--- src/rtl/speck_iter_encrypt.sv ---
// Iterative SPECK128/128 encryptor: one round plus one key-schedule step per clock.
// A start in IDLE captures key/plaintext; ciphertext and a finished pulse appear ROUNDS clocks later.
module speck_iter_encrypt #(
  parameter int unsigned ROUNDS = 32
) (
  input  logic         clk,
  input  logic         rst_n,
  input  logic         signal_start,
  input  logic [127:0] key,
  input  logic [127:0] plaintext,
  output logic [127:0] ciphertext,
  output logic         finished,
  output logic         busy
);

  typedef enum logic {IDLE, RUN} state_t;

  localparam logic [4:0] LAST_ROUND = 5'(ROUNDS - 1);

  state_t      state, state_nxt;
  logic [63:0] x, y, k, l;
  logic [63:0] x_nxt, y_nxt, k_nxt, l_nxt;
  logic [4:0]  rnd;
  logic        capture, step, last;

  always_ff @(posedge clk or negedge rst_n) begin
    if (!rst_n) state <= IDLE;
    else        state <= state_nxt;
  end

  always_comb begin
    state_nxt = state;
    case (state)
      IDLE:    if (signal_start) state_nxt = RUN;
      RUN:     if (rnd == LAST_ROUND) state_nxt = IDLE;
      default: state_nxt = IDLE;
    endcase
  end

  always_comb begin
    capture = 1'b0;
    step    = 1'b0;
    last    = 1'b0;
    case (state)
      IDLE:    capture = signal_start;
      RUN: begin
        step = 1'b1;
        last = (rnd == LAST_ROUND);
      end
      default: ;
    endcase
  end

  // Data round uses the current subkey k; the schedule then derives the next one.
  always_comb begin
    x_nxt = ({x[7:0], x[63:8]} + y) ^ k;
    y_nxt = {y[60:0], y[63:61]} ^ x_nxt;
    l_nxt = ({l[7:0], l[63:8]} + k) ^ {59'b0, rnd};
    k_nxt = {k[60:0], k[63:61]} ^ l_nxt;
  end

  always_ff @(posedge clk or negedge rst_n) begin
    if (!rst_n) begin
      x          <= '0;
      y          <= '0;
      k          <= '0;
      l          <= '0;
      rnd        <= '0;
      ciphertext <= '0;
      finished   <= 1'b0;
      busy       <= 1'b0;
    end else begin
      finished <= 1'b0;
      if (capture) begin
        x    <= plaintext[127:64];
        y    <= plaintext[63:0];
        l    <= key[127:64];
        k    <= key[63:0];
        rnd  <= '0;
        busy <= 1'b1;
      end else if (step) begin
        x   <= x_nxt;
        y   <= y_nxt;
        l   <= l_nxt;
        k   <= k_nxt;
        rnd <= rnd + 5'd1;
        if (last) begin
          ciphertext <= {x_nxt, y_nxt};
          finished   <= 1'b1;
          busy       <= 1'b0;
        end
      end
    end
  end

endmodule

--- config.mk ---
export PLATFORM = sky130hd
export DESIGN_NAME = speck_iter_encrypt
export DESIGN_NICKNAME = d
export VERILOG_FILES = /design/src/rtl/speck_iter_encrypt.sv
export SDC_FILE = /design/constraint.sdc
export NUM_CORES = 1
export LEC_CHECK = 0
export CAP_MARGIN = 20
export CORE_ASPECT_RATIO = 0.5
export CORE_MARGIN = 5
export CORE_UTILIZATION = 60
export CTS_CLUSTER_SIZE = 30
export DETAILED_ROUTE_END_ITERATION = 16
export DONT_BUFFER_PORTS = 1
export GPL_ROUTABILITY_DRIVEN = 0
export HOLD_SLACK_MARGIN = 0.15
export PLACE_DENSITY = 0.76
export SYNTH_ARGS = -nofsm -noshare
export SYNTH_HDL_FRONTEND = slang
export SYNTH_SLANG_ARGS = --single-unit
--- constraint.sdc ---
create_clock -name clk -period 8.85 [get_ports clk]
set_input_delay 1.3275 -clock clk [delete_from_list [all_inputs] [get_ports clk]]
set_output_delay 1.3275 -clock clk [all_outputs]
set_load 0.005 [all_outputs]
==> results.yml, run 1 <==
run:
  maxCapViolCount: 0
clock_tree:
  numCtsBuffers: 38
  cts_resized: 0
  cts_hold_buf: 0
  cts_sinks: 392
  clock_latency_ns: 0.55
  cts_setup_buffers: 0
  htree_levels: 2
  clockBufferDepth: 3
  cts_tree: "yes"
  cts_root_buf: "clkbuf_16"
  clkTransAtPathRegs_ns: 0.07
floorplan:
  die-area_mm2: 0.0476
  die_w_um: 304
  row_count: 53
  start_util_pct: 61.1
  die_height_um: 157
  core-area_mm2: 0.0423
  ios: 389
timing:
  worst_slew_pin_slew_ns: 1.97
  setup_tns_ns: 0
  rsz0062_at_grt: "no"
  finalSetupViolations: 0
  hold_viol_final: 0
  finalClockSkew_ns: 0.0206
  slew_headroom_pct: -31.3
  fin_crit_sh_pct: 46.7
  final_max_slew_viol_count: 226
  max_freq_mhz: 242
  period_needed_ns: 4.13
critical_path:
  crit_path_top_delay_cell: "o21ai_0"
  start_kind: "flip-flop"
  slowest_delay_ns: 0.66
  cpLargestDelayFamily: "compound AO/OA/AOI/OAI gates"
  cp_num_buf_inv: 1
  crit_fanout: 4
  required_ns: 9.24
  critPathKind: "flip-flop to flip-flop"
  worstPathArrival_ns: 4.52
  crit_chain: "ha_1 -> inv_1 -> fa_1 -> nor2b_1 -> o211ai_1 -> a21oi_1 -> nor2_1 -> o21ai_0 -> a41o_1 -> a31oi_1 -> xnor2_1 -> xor2_1 -> a21oi_1"
  path_common_cell: "a21oi_1"
  critPathCaptureType: "flip-flop"
grt:
  grt_pass1_vias: 20298
  overflow: 0
  grt_max_degree: 419
  grt_usage_pct: 32.9
  grt_pass1_wl_mm: 123
  antenna_found_initial: 11
yosys:
  synth-main-ff-cell: "dfrtp_1"
  yosysMostFrequentCell: "dfrtp_1"
  avgSynthCellArea_um2: 8.96
  yosysSeqAreaShare_pct: 37.9
  async_flop_share_pct: 100
  synth_edf_count: 0
  netlist_top_cells_area: "dfrtp_1 38%, xnor2_1 6.3%, a21oi_1 6.2%, ha_1 6.2%, o21ai_0 5.3%"
  synthDistinctLibCells: 78
  synth_top_cell_by_area: "dfrtp_1"
  synth_cells: 2887
  yosys_register_bits: 392
  netlist_area_mm2: 0.0259
  ys_warn_count: 0
  syn_nets: 3276
  synthTopCellsByCount: "392 x dfrtp_1, 340 x nand2_1, 322 x a21oi_1"
  synth_top_cell_area_share_pct: 37.9
status:
  outcome: "finished, violations left"
  violations: "slew limit"
layout:
  n_fill_cell: 3585
  final_nets: 3140
  stdcell_count: 3365
  syn2layout_area_growth_pct: 5.52
  final_layout_size_suffix_gt1_share_pct: 3.60
  finish.instance_area_mm2: 0.0273
routing:
  final_antenna_net_count: 0
  wl_per_cell_um: 24.3
  drc_errors: 0
  via_per_inst: 6.48
  drt_iter0_markers: 2859
  wl_mm: 81.8
  dr.pass1.iters: 6
  vias: 21820
placed_design:
  hpwl_mm: 61.3
  port_buffers: 0
  dpl_cell_area_mm2: 0.0259
  dp_cells: 3288
worst_hold_path:
  hp-class: "input port to async pin"
-- path summary, 6_finish.rpt --
kind,start,endpoint,cells past startpoint,slack [ns]
setup / recovery,y[0],y[54],13,4.72
hold / removal,rst_n,l[16],0,0.48
setup reg to reg,y[0],y[54],13,4.72
hold reg to reg,ciphertext[45],ciphertext[45],2,0.51
max in group asynchronous,rst_n,x[46],0,7.13
min in group clk,ciphertext[45],ciphertext[45],2,0.51
-- per-stage QoR --
step | worst slack [ns] | hold WS, ns | util [%]
floorplan | 5.58 | 0.470 | -
global placement | 5.04 | 0.492 | 61.3
detailed placement | 4.91 | 0.499 | 61.3
CTS | 4.87 | 0.464 | 64.5
global route | 4.49 | 0.456 | 64.5
finish | 4.72 | 0.479 | 64.5
-- area by class of cell --
type / count / area, um2 / share of cell area, %
sequential: 392 / 9810 / 36.0
tap: 577 / 722 / 2.65
clock buffer: 54 / 1130 / 4.16
inverter: 48 / 180 / 0.660
timing repair buffer: 5 / 50.0 / 0.183
clock inverter: 14 / 185 / 0.678
multi-input combinational: 2266 / 15200 / 55.6
antenna: 9 / 22.5 / 0.0825
-- registers in the layout (all words and copies together) (netlist names) --
signal      flops
busy            1
ciphertext    128
finished        1
k              64
l              64
rnd             5
state           1
x              64
y              64
-- cell families (layout without fill, tap and decap cells) --
group / Yosys count / count (layout) / share of synthesized area, %
buffers and inverters: 229 / 121 / 3.39
adder cells (fa/ha/maj): 130 / 130 / 6.35
other: 0 / 9 / 0
XOR/XNOR: 332 / 332 / 11.8
AO/OA/AOI/OAI: 1003 / 1003 / 23.8
flip-flops: 392 / 392 / 37.9
AND/OR/NAND/NOR: 701 / 701 / 12.8
multiplexers: 100 / 100 / 3.89
-- cell usage in the layout, fill, tap and decap left out, types with 7 or more instances in the layout --
master,n
a211oi_1,170
a21boi_0,7
a21o_1,85
a21oi_1,322
a31oi_1,18
and3_1,10
clkbuf_1,7
clkbuf_16,41
dfrtp_1,391
diode_2,9
ha_1,128
inv_1,47
mux2i_1,96
nand2_1,339
nand2b_1,7
nand3_1,22
nand4_1,36
nor2_1,79
nor2b_1,170
nor3_1,14
o211ai_1,9
o21a_1,16
o21ai_0,275
o21ai_1,10
o21bai_1,24
o31ai_1,9
xnor2_1,187
xnor3_1,10
xor2_1,134
-- metal layers --
metal	up-vias	track usage [%]	wire [um]
met3	167	8.74	8800
met2	1039	48.7	34900
li1	10001	-	-
met1	10609	47.8	35500
met5	-	0	34
met4	4	9.57	2490
Power of run 1 is not shown: default switching activity piles up to over one toggle a cycle in this logic, so the estimate is an artifact.
==> inputs of run 2 (changes only) <==
- CORE_UTILIZATION: 60 -> 59
- PLACE_DENSITY: 0.76 -> 0.78
- clock period: 8.85 -> 3.6 ns (I/O delays scaled with it)
==> results.yml, run 2 (synthesized netlist as in run 1, its figures left out) <==
run:
  maxCapViolCount: 0
timing:
  fin_crit_sh_pct: 95.4
  max_freq_mhz: 291
  setup_tns_ns: 0
  period_needed_ns: 3.43
  finalSetupViolations: 0
  slew_headroom_pct: 7.39
  hold_viol_final: 392
  worst_slew_pin_slew_ns: 1.39
  holdWs_ns: -0.305
  final_max_slew_viol_count: 0
  finalClockSkew_ns: 0.0250
floorplan:
  die_height_um: 158
  start_util_pct: 59.5
  core-area_mm2: 0.0434
  row_count: 54
  die_w_um: 306
  ios: 389
  die-area_mm2: 0.0484
grt:
  grt_pass1_wl_mm: 123
  overflow: 0
  grt_pass1_vias: 20802
  grt_max_degree: 419
  antenna_found_initial: 12
  grt_usage_pct: 32.3
clock_tree:
  cts_tree: "yes"
  clkTransAtPathRegs_ns: 0.07
  cts_root_buf: "clkbuf_16"
  clock_latency_ns: 0.56
  clockBufferDepth: 3
  cts_sinks: 392
  numCtsBuffers: 38
  htree_levels: 2
routing:
  vias: 22190
  via_per_inst: 6.39
  wl_per_cell_um: 23.6
  wl_mm: 82.0
  drc_errors: 0
  drt_iter0_markers: 2650
  final_antenna_net_count: 0
  dr.pass1.iters: 6
critical_path:
  worstPathArrival_ns: 3.87
  worst-r2r-setup-slack_ns: 0.17
  crit_chain: "ha_1 -> nand2_1 -> o21ai_0 -> a21boi_1 -> o311ai_1 -> o211ai_1 -> nor3_2 -> o41a_1 -> buf_4 -> a41o_1 -> a21boi_2 -> xnor3_1 -> a21o_1"
  crit_path_top_delay_cell: "dfrtp_1"
  crit_fanout: 6
  required_ns: 4.04
  r2r_start: "k[10]"
  critPathKind: "flip-flop to flip-flop"
  worstReg2RegEnd: "k[58]"
  start_kind: "flip-flop"
  slowest_delay_ns: 0.41
  rr_worst_depth: 13
  critPathCaptureType: "flip-flop"
status:
  outcome: "finished, violations left"
  violations: "hold timing"
layout:
  final_layout_size_suffix_gt1_share_pct: 7.38
  layout_common_cells: "391 x dfrtp_1, 339 x nand2_1, 321 x a21oi_1, 269 x o21ai_0, 183 x xnor2_1"
  syn2layout_area_growth_pct: 8.91
  final_nets: 3239
  top_register: "ciphertext"
  largest_register_ffs: 128
  final_common_cell: "dfrtp_1"
placed_design:
  hpwl_mm: 61.3
  port_buffers: 0
worst_hold_path:
  hp-class: "input port to async pin"
[run 2: changes by cell type in the layout (fill, tap and decap cells not counted), moves of 3 or more]
cell,previous run,this run
clkinvlp_4,3,0
buf_4,4,101
xnor2_1,187,183
o21ai_2,0,4
o21ai_0,275,269
xnor2_2,0,4
[run 2: layout make-up]
cell class,instances,area (um2)
flip-flops and latches,392,9810
fillers,3494,15300
well taps,588,736
inverters,48,180
diodes,11,27.5
multi-input cells,2266,15300
repair buffers,104,818
clock buffers,54,1150
clock inverters,10,156
[run 2: timing repair]
| action | 4_1_cts | 5_1_grt |
|---|---|---|
| setup endpoints to repair | 2 | 67 |
| gates cloned | 0 | 0 |
| setup buffers | 2 | 6 |
| gates resized for setup | 1 | 25 |
| hold endpoints to repair | 392 | 392 |
| pin swaps | 1 | 10 |
[run 2: how the worst max path moves through the flow]
stage / startpoint / cells after the start / endpoint
3_5_place_dp: k[0] / 14 / k[58]
3_3_place_gp: y[2] / 13 / y[30]
4_1_cts: y[20] / 12 / ciphertext[125]
6_report: k[10] / 13 / k[58]
2_1_floorplan: k[0] / 14 / k[58]
5_1_grt: y[15] / 13 / ciphertext[58]
[run 2: stage by stage]
stage	hold WS (ns)	area [um2]	setup WS, ns	instances	utilization [%]
2_1_floorplan	0.244	25900	0.335	2887	-
3_3_place_gp	0.265	26700	0.0846	3390	61.4
3_5_place_dp	0.263	26700	-0.000999	3390	61.4
4_1_cts	-0.326	28000	0.0519	3456	64.5
5_1_grt	-0.327	28200	-0.0109	3473	64.8
6_report	-0.305	28200	0.165	3473	64.8
[run 2: metal layers]
metal | global-route usage, % | vias up | wire [um]
li1 | - | 10192 | -
met1 | 46.1 | 10767 | 34600
met2 | 49.0 | 1057 | 35700
met3 | 7.90 | 172 | 8690
met4 | 10.8 | 2 | 2920
met5 | 0 | - | 20
[run 2: worst max-delay path: cells and delay by family (launching register included)]
family / cells / cell delay [ns]
compound gates: 8 / 1.78
flops: 1 / 0.41
fa+ha+maj: 1 / 0.40
simple gates: 2 / 0.32
xor+xnor: 1 / 0.23
buf+inv: 1 / 0.18
Power of run 2 is left out for the same reason.
==> RTL change: new RTL, config.mk and constraints of run 2 <==
Register the input `key` before use. The logic sees it one clock later. The other inputs are not delayed to match.
--- a/src/rtl/speck_iter_encrypt.sv
+++ b/src/rtl/speck_iter_encrypt.sv
@@ -16,6 +16,12 @@
   typedef enum logic {IDLE, RUN} state_t;
 
   localparam logic [4:0] LAST_ROUND = 5'(ROUNDS - 1);
+
+  logic [127:0] key_q;
+
+  always_ff @(posedge clk) begin
+    key_q <= key;
+  end
 
   state_t      state, state_nxt;
   logic [63:0] x, y, k, l;
@@ -74,8 +80,8 @@
       if (capture) begin
         x    <= plaintext[127:64];
         y    <= plaintext[63:0];
-        l    <= key[127:64];
-        k    <= key[63:0];
+        l    <= key_q[127:64];
+        k    <= key_q[63:0];
         rnd  <= '0;
         busy <= 1'b1;
       end else if (step) begin
Formal check against the unedited RTL: no difference found for any inputs over 10 cycles, from zero or initial values and one cycle with rst_n low; that may be too few to reach the edited logic, so the function may still have changed.
==> RTL change against run 2 <==
The run ends with negative hold slack, max-slew violations left; worst setup slack got worse by 0.15 ns; count of clock-buffer cells in the layout down 1; worst hold slack lost 0.034 ns; via count up 13%; sequential cell count increased by 128; area after synthesis up 10%; global-route usage grew 1.2 points; routed wire length up 13%; synthesized cell count grew 6.2%; cell area rose by 21%; cell count grew 15%; critical path type unchanged.
Power is not shown: default switching activity piles up to over one toggle a cycle in this logic, so the estimate is an artifact.
==> RTL change: results (changes against run 2) <==
The worst hold slack is -0.339 ns (-0.0343 ns), and the final hold violation count is 214 (-45%). The run gives 7 (-5) as the initial antenna violation count. The combined global-route utilization of all metal layers was 33.6% (+1.2 points). The clock transition time at the flip-flop clock pins of the worst setup and hold paths was 0.09 ns (+0.02 ns).

The final net count was 3717 (+15%); the async set-reset flop share out of synthesis was 75.4% (-25 points). The worst slew margin relative to its limit came out at -31.9% (-39 points). The post-placement setup slack is -0.0451 ns (-0.0441 ns), and the met2 layer wire length in the routed design is 40800 um (+14%). HPWL reported at the end of detailed placement: 65400 um (+6.8%). The tools report the launch point of the critical path as k[11]. For the largest net degree at the start of global routing, the log shows 424 (+1.2%). The number of distinct library cells after synthesis is 79 (+1.3%). The share of the synthesized area in the top cell type is 34.4% (-3.5 points). In the post-synthesis netlist, the biggest area contributors are dfrtp_1 34%, dfxtp_1 9.0%, xnor2_1 6.2%, ha_1 5.6%, a21oi_1 5.6%. The count of final max-slew check failures was 185 (+185). Counting instances in the post-synthesis netlist gives the leading cell types as 392 x dfrtp_1, 357 x nand2_1, 319 x a21oi_1, 271 x o21ai_0, 202 x xnor2_1.

The run gives 44.5% (-1.6 points) as the global-route met1 utilization. The layout cell share with drive strength beyond 1 was 10.4% (+3.0 points); the sequential share of the synthesized area was 43.4% (+5.5 points). For the multi-input combinational cell area, the log shows 15500 um2 (+1.5%). The worst reg-to-reg path cell count was 14 (+1); the wire length of the first global-routing pass was 140000 um (+14%). The final reports fail on negative hold slack, max-slew violations. The run gives 3066 (+6.2%) as the synthesized instance count. The worst register-to-register path begins at k[11]. The worst-case clock skew is 0.0259 ns (+0.000935 ns), and the detail-routed via count per cell is 6.28 (-1.7%). The routed wirelength normalized by instance count is 23.1 um (-2.1%), and the number of nets produced by synthesis is 3455 (+5.5%). The number of inserted filler cells in the final layout was 3348 (-4.2%). The tools report the met3 wire length as 11100 um (+28%).

The fraction of met3 tracks used by global routing is 11.4% (+3.5 points). The number of standard cells in the layout, taps in and fillers out came out at 4009 (+15%). The critical path's largest stage delay was 0.43 ns (+0.02 ns); the number of instances in the placed design was 3708 (+9.4%).

The run finished, with violations left.
-- RTL change: changes by cell type in the layout (fill, tap and decap cells not counted), sizes merged, moves of 8 or more --
cell	run 2	this run
dlygate4sd3	0	207
buf	104	204
nand4	36	52
xnor3	10	2
nand2	340	358
xor2	134	120
xnor2	187	203
nor3	14	26
a21o	86	70
dfxtp	0	128
-- RTL change: what timing repair did --
action | in CTS | in global routing
buffers inserted | 0 | 4
gates resized for setup | 3 | 52
pin swaps | 0 | 24
endpoints found under the hold margin | 599 | 392
endpoints found under the setup margin | 6 | 117
-- RTL change: through the flow --
| stage | TNS [ns] | hold WS, ns |
|---|---|---|
| final | 0 | -0.339 |
| after global routing | -0.112 | -0.368 |
| after CTS | 0 | -0.373 |
| after detailed placement | -0.156 | 0.257 |
| after global placement | 0 | 0.262 |
| after floorplan | 0 | 0.244 |
-- RTL change: kinds of logic (layout without fill, tap and decap cells) --
family	Yosys count	in the layout	synth area share, %
compound gates	984	984	21.2
mux	100	100	3.52
buf+inv	243	539	3.20
flops	520	520	43.4
simple gates	764	764	12.8
xor+xnor	325	325	10.1
fa+ha+maj	130	130	5.76
other cells	0	9	0
-- RTL change: path summary, 6_finish.rpt --
path | to | slack (ns)
setup / recovery | k[57] | 0.01
hold / removal | k[22] | -0.34
setup reg to reg | k[57] | 0.01
hold reg to reg | ciphertext[91] | 0.51
max in group asynchronous | ciphertext[79] | 2.38
min in group clk | y[57] | 0.17
-- RTL change: final cells by class --
type	count	share of cell area [%]
repair buffers	411	10.6
flip-flops and latches	520	36.3
clock inverters	28	1.01
inverters	47	0.518
multi-input cells	2303	45.5
diodes	9	0.0661
clock buffers	53	3.61
well taps	638	2.34
